## config.mk

```make
export PLATFORM = sky130hd
export DESIGN_NAME = cache_line_arbiter
export DESIGN_NICKNAME = d
export VERILOG_FILES = /design/src/rtl/cache_line_arbiter.sv
export SDC_FILE = /design/constraint.sdc
export NUM_CORES = 2
export LEC_CHECK = 0
export CORE_AREA = 3 3 390 392
export CTS_CLUSTER_DIAMETER = 150
export CTS_CLUSTER_SIZE = 24
export DETAILED_ROUTE_END_ITERATION = 8
export DIE_AREA = 0 0 393 395
export GPL_TIMING_DRIVEN = 0
export PLACE_DENSITY = 0.5
export SYNTH_ARGS = -nofsm -noshare
export SYNTH_HDL_FRONTEND = slang
export SYNTH_SLANG_ARGS = --single-unit
```

## constraint.sdc

```tcl
create_clock -name clk -period 4.4 [get_ports clk]
set_input_delay 0.66 -clock clk [delete_from_list [all_inputs] [get_ports clk]]
set_output_delay 0.66 -clock clk [all_outputs]
set_load 0.02 [all_outputs]
```

## src/rtl/cache_line_arbiter.sv

```systemverilog
// Round-robin arbiter serialising icache/dcache line misses onto one 64-bit burst port.
// One 256-bit line moves at a time as a 4-beat burst; resp pulses for one cycle in DONE.
module cache_line_arbiter #(
  parameter int LINE_WIDTH  = 256,
  parameter int BEAT_WIDTH  = 64,
  parameter int OFFSET_BITS = 5
) (
  input  logic                  clk,
  input  logic                  rst,
  input  logic [31:0]           ic_address,
  input  logic                  ic_read,
  output logic [LINE_WIDTH-1:0] ic_rdata,
  output logic                  ic_resp,
  input  logic [31:0]           dc_address,
  input  logic                  dc_read,
  input  logic                  dc_write,
  input  logic [LINE_WIDTH-1:0] dc_wdata,
  output logic [LINE_WIDTH-1:0] dc_rdata,
  output logic                  dc_resp,
  output logic [31:0]           bmem_address,
  output logic                  bmem_read,
  output logic                  bmem_write,
  input  logic [BEAT_WIDTH-1:0] bmem_rdata,
  output logic [BEAT_WIDTH-1:0] bmem_wdata,
  input  logic                  bmem_resp
);

  // state | meaning
  // IDLE  | sample requests, grant one (round-robin on conflict)
  // READ  | burst read, one beat stored per bmem_resp
  // WRITE | burst write, beat k driven from the latched line
  // DONE  | one-cycle resp pulse to the granted requester
  typedef enum logic [1:0] {IDLE, READ, WRITE, DONE} state_t;

  localparam int BEATS     = LINE_WIDTH / BEAT_WIDTH;
  localparam int BEAT_BITS = $clog2(BEATS);
  localparam int SEL_BITS  = $clog2(LINE_WIDTH);
  localparam int LSB_BITS  = $clog2(BEAT_WIDTH);

  state_t                state, state_nxt;
  logic [BEAT_BITS-1:0]  beat;
  logic [SEL_BITS-1:0]   beat_base;
  logic                  grant_dc;
  logic                  last_grant_dc;
  logic [31:0]           addr_q;
  logic [LINE_WIDTH-1:0] line_q;
  logic [LINE_WIDTH-1:0] ic_line_q;
  logic [LINE_WIDTH-1:0] dc_line_q;
  logic                  ic_req;
  logic                  dc_req;
  logic                  pick_dc;
  logic                  last_beat;
  logic [31:0]           req_addr;
  logic                  unused_addr_bits;

  assign ic_req    = ic_read;
  assign dc_req    = dc_read | dc_write;
  // On conflict the requester that did not win last time goes first.
  assign pick_dc   = dc_req && (!ic_req || !last_grant_dc);
  assign req_addr  = pick_dc ? dc_address : ic_address;
  assign last_beat = bmem_resp && (beat == BEAT_BITS'(BEATS - 1));
  assign beat_base = {beat, {LSB_BITS{1'b0}}};
  assign unused_addr_bits = ^req_addr[OFFSET_BITS-1:0];

  always_comb begin
    state_nxt = state;
    case (state)
      IDLE:    if (ic_req || dc_req) state_nxt = (pick_dc && dc_write) ? WRITE : READ;
      READ:    if (last_beat) state_nxt = DONE;
      WRITE:   if (last_beat) state_nxt = DONE;
      DONE:    state_nxt = IDLE;
      default: state_nxt = IDLE;
    endcase
  end

  always_ff @(posedge clk) begin
    if (rst) begin
      state         <= IDLE;
      beat          <= '0;
      grant_dc      <= 1'b0;
      last_grant_dc <= 1'b0;
      addr_q        <= '0;
      line_q        <= '0;
      ic_line_q     <= '0;
      dc_line_q     <= '0;
    end else begin
      state <= state_nxt;
      case (state)
        IDLE: begin
          if (ic_req || dc_req) begin
            grant_dc      <= pick_dc;
            last_grant_dc <= pick_dc;
            addr_q        <= {req_addr[31:OFFSET_BITS], {OFFSET_BITS{1'b0}}};
            beat          <= '0;
            if (pick_dc && dc_write) line_q <= dc_wdata;
          end
        end
        READ: begin
          if (bmem_resp) begin
            line_q[beat_base +: BEAT_WIDTH] <= bmem_rdata;
            beat <= beat + 1'b1;
            // Publish the whole line at once so rdata never shows a partial burst.
            if (last_beat) begin
              if (grant_dc) dc_line_q <= {bmem_rdata, line_q[LINE_WIDTH-BEAT_WIDTH-1:0]};
              else          ic_line_q <= {bmem_rdata, line_q[LINE_WIDTH-BEAT_WIDTH-1:0]};
            end
          end
        end
        WRITE: begin
          if (bmem_resp) beat <= beat + 1'b1;
        end
        default: ;
      endcase
    end
  end

  assign bmem_address = addr_q;
  assign bmem_read    = (state == READ);
  assign bmem_write   = (state == WRITE);
  assign bmem_wdata   = (state == WRITE) ? line_q[beat_base +: BEAT_WIDTH] : '0;
  assign ic_resp      = (state == DONE) && !grant_dc;
  assign dc_resp      = (state == DONE) && grant_dc;
  assign ic_rdata     = ic_line_q;
  assign dc_rdata     = dc_line_q;

endmodule
```

==> insert_results.sql <==
INSERT INTO impl_metrics (metric_group, metric, value, unit) VALUES
('outcome', 'outcome', 'finished clean', ''),
('floorplan', 'io_pins', '1002', ''),
('final_layout', 'nNetsFinal', '5327', ''),
('sta', 'timing_hold_violations_final', '0', ''),
('sta', 'fin_crit', '4100', 'ps'),
('worst_setup_path', 'crit_fanout', '10', ''),
('worst_setup_path', 'setup_crit_start_kind', 'flop', ''),
('pwr', 'power_frac_comb', '34.8', '%'),
('worst_setup_path', 'crit_start', 'beat[0]', ''),
('clocking', 'clk_transition_reported_paths', '100', 'ps'),
('sta', 'setup_repair_after_global_routing_missed_its_margin', 'no', ''),
('worst_setup_path', 'critPathCaptureType', 'primary output', ''),
('worst_setup_path', 'crit-reg2reg-launch', 'beat[1]', ''),
('clocking', 'clkSinkCount', '800', ''),
('sta', 'fin_setup_tns', '0', 'ps'),
('final_layout', 'layout-drive-gt1-share', '6.24', '%'),
('sta', 'max_slew_margin', '11.4', '%'),
('yosys', 'synth_async_sr_flop_share', '0', '%'),
('clocking', 'cts_buffers', '41', ''),
('yosys', 'synth-main-ff-cell', 'sky130_fd_sc_hd__dfxtp_1', ''),
('sta', 'hold_ws', '457', 'ps'),
('pwr', 'vdd_drop_max', '0.274', 'mV'),
('floorplan', 'die_area', '155000', 'sq um'),
('worst_hold_path', 'min_path_cells', '2', ''),
('floorplan', 'fp-row-count', '142', ''),
('worst_setup_path', 'worst_ep_arrival_time', '3440', 'ps'),
('final_layout', 'ff_latch_area', '16000', 'sq um'),
('grt', 'grt_pass1_wl', '272', 'mm'),
('placed_design', 'placement.io_buffers', '984', ''),
('clocking', 'cts_hold_repair.buffers', '0', ''),
('pwr', 'internal_power_contribution', '12600', 'uW'),
('final_layout', 'area_growth_syn_to_fin', '42.1', '%'),
('worst_hold_path', 'worstHoldPathType', 'reg -> reg', ''),
('yosys', 'post_synth_num_cell_types', '35', ''),
('grt', 'total_global_routing_track_utilization', '25.3', '%'),
('drt', 'routedWlPerCell', '29.8', 'um'),
('pwr', 'switching_power_as_a_share_of_total_power', '41.1', '%'),
('grt', 'grt_antenna_before_repair', '45', ''),
('pwr', 'total_leakage_power', '0.0150', 'uW'),
('run', 'max_cap_viol_count', '0', ''),
('clocking', 'cts_tree', 'built', ''),
('yosys', 'synth-seq-cells', '800', ''),
('worst_hold_path', 'worstHoldStart', 'ic_rdata[117]', ''),
('worst_setup_path', 'register_to_register_setup_slack', '400', 'ps'),
('pwr', 'p_switching', '8820', 'uW'),
('worst_setup_path', 'crit_required', '3740', 'ps'),
('floorplan', 'core_area', '149000', 'sq um'),
('yosys', 'syn_inst', '3889', ''),
('final_layout', 'layout_commonest_cell', 'sky130_fd_sc_hd__nand2_1', ''),
('final_layout', 'footprint_of_the_multi_input_gates', '14900', 'sq um'),
('drt', 'initialDrtViolationCount', '2891', ''),
('sta', 'tightestPinTransition', '1330', 'ps'),
('yosys', 'synth-warning-count', '0', ''),
('worst_hold_path', 'worstHoldEndpoint', 'ic_rdata[117]', ''),
('worst_setup_path', 'number_of_cells_on_the_worst_reg_to_reg_path', '10', ''),
('pwr', 'power.density_cell_area', '465', 'nW/um^2'),
('yosys', 'synth-edff-count', '0', ''),
('pwr', 'p_clk_share', '21.0', '%'),
('sta', 'post-route-period-util', '93.2', '%'),
('worst_setup_path', 'timing_worst_setup_path_type', 'reg -> out', ''),
('clocking', 'clock_path_buffers', '3', ''),
('clocking', 'htree_levels', '2', ''),
('drt', 'routed_via_density', '4.89', ''),
('drt', 'detail_route.wirelength', '206', 'mm'),
('sta', 'slew_viol_final', '0', ''),
('grt', 'grt_pass1_vias', '31823', ''),
('placed_design', 'place.detailed.hpwl', '161', 'mm'),
('grt', 'grt_overflow_total', '0', ''),
('sta', 'report.final.setup_viol', '0', ''),
('sta', 'clock.fmax', '244', 'MHz'),
('pwr', 'seq_power_share', '44.2', '%');
-- layer usage --
layer	vias to the layer above	GRT usage, %	part of all wire [%]
met1	16555	30.8	39
met4	6	10.1	4.2
met3	312	6.39	8.7
met2	1603	42.4	48
li1	15313	-	-
met5	-	0	0.020
-- worst max-delay path, cell delays in order, from the launching register on --
cell and delay (ps):
sky130_fd_sc_hd__dfxtp_1 420, sky130_fd_sc_hd__buf_2 380, sky130_fd_sc_hd__buf_4 360, sky130_fd_sc_hd__buf_4 320
sky130_fd_sc_hd__mux4_2 550, sky130_fd_sc_hd__and2_1 170, sky130_fd_sc_hd__clkdlybuf4s50_1 600
-- what timing repair did --
action / 4_1_cts / 5_1_grt
setup buffers: 0 / 3
cloned: 0 / 0
gates resized for setup: 3 / 1
setup endpoints to repair: 18 / 16
pin swaps: 1 / 1
-- through the flow --
step           setup WS, ps  utilization (%)  cells  total power, uW  cell area [sq um]
3_5_place_dp           -119             30.1   6824            17100              44900
6_report                301             30.9   6904            21500              46100
3_3_place_gp           -608             30.0   6821            16900              44700
4_1_cts                8.40             30.8   6875            21500              46000
2_1_floorplan          1970                -   3893            13100              32500
5_1_grt                74.7             30.9   6891            22400              46100
-- power groups by stage --
stage / sequential (uW) / clock, uW / combinational [uW]
floorplan: 8950 / 0 / 4200
detailed placement: 9580 / 0 / 7480
CTS: 9420 / 4620 / 7500
finish: 9480 / 4510 / 7470
global placement: 9580 / 0 / 7370
global route: 9530 / 4810 / 8040
-- cell type report --
| type | instances | area share, % |
|---|---|---|
| flip-flops and latches | 800 | 34.7 |
| multi-input cells | 2740 | 32.4 |
| repair buffers | 990 | 21.6 |
| well taps | 1944 | 5.27 |
| plain buffers | 348 | 3.39 |
| clock buffers | 43 | 2.29 |
| clock inverters | 8 | 0.225 |
| diodes | 26 | 0.141 |
| inverters | 5 | 0.0407 |
-- sequential cells by signal, indices dropped and copies added, names as in the netlist --
| signal | flops |
|---|---|
| last_grant_dc | 1 |
| ic_rdata | 256 |
| line_q | 256 |
| beat | 2 |
| state | 2 |
| dc_rdata | 256 |
| bmem_address | 27 |
-- worst max-delay path by stage --
stage	endpoint	depth (start not counted)	slack, ps
2_1_floorplan	line_q[132]	10	1970
3_3_place_gp	ic_rdata[234]	5	-610
3_5_place_dp	line_q[171]	10	-120
4_1_cts	bmem_wdata[32]	5	8
5_1_grt	bmem_wdata[46]	6	70
6_report	bmem_wdata[46]	6	300
-- synthesized netlist by cell type (all sizes together) (3+ instances only) --
cell type	instances	area share, %
ha	11	0.42
a21oi	902	14
dfxtp	800	49
inv	5	0.058
clkbuf	166	1.9
mux4	64	4.4
a211oi	128	3.0
nand3b	3	0.069
buf	182	2.8
o2bb2ai	128	3.5
and2	65	1.3
a311oi	28	0.76
nand2b	3	0.058
mux2i	3	0.093
nor2	34	0.40
nor2b	260	5.0
nand2	1092	13
-- cells by family after synthesis --
logic type,Yosys count,synth area share [%]
other,1,0.0116
adder cells (fa/ha/maj),11,0.424
buffers and inverters,353,4.77
AND/OR/NAND/NOR,1464,19.6
AO/OA/AOI/OAI,1192,21.3
flip-flops,800,49.4
multiplexers,68,4.57
Power figures use the tool's default switching activity.
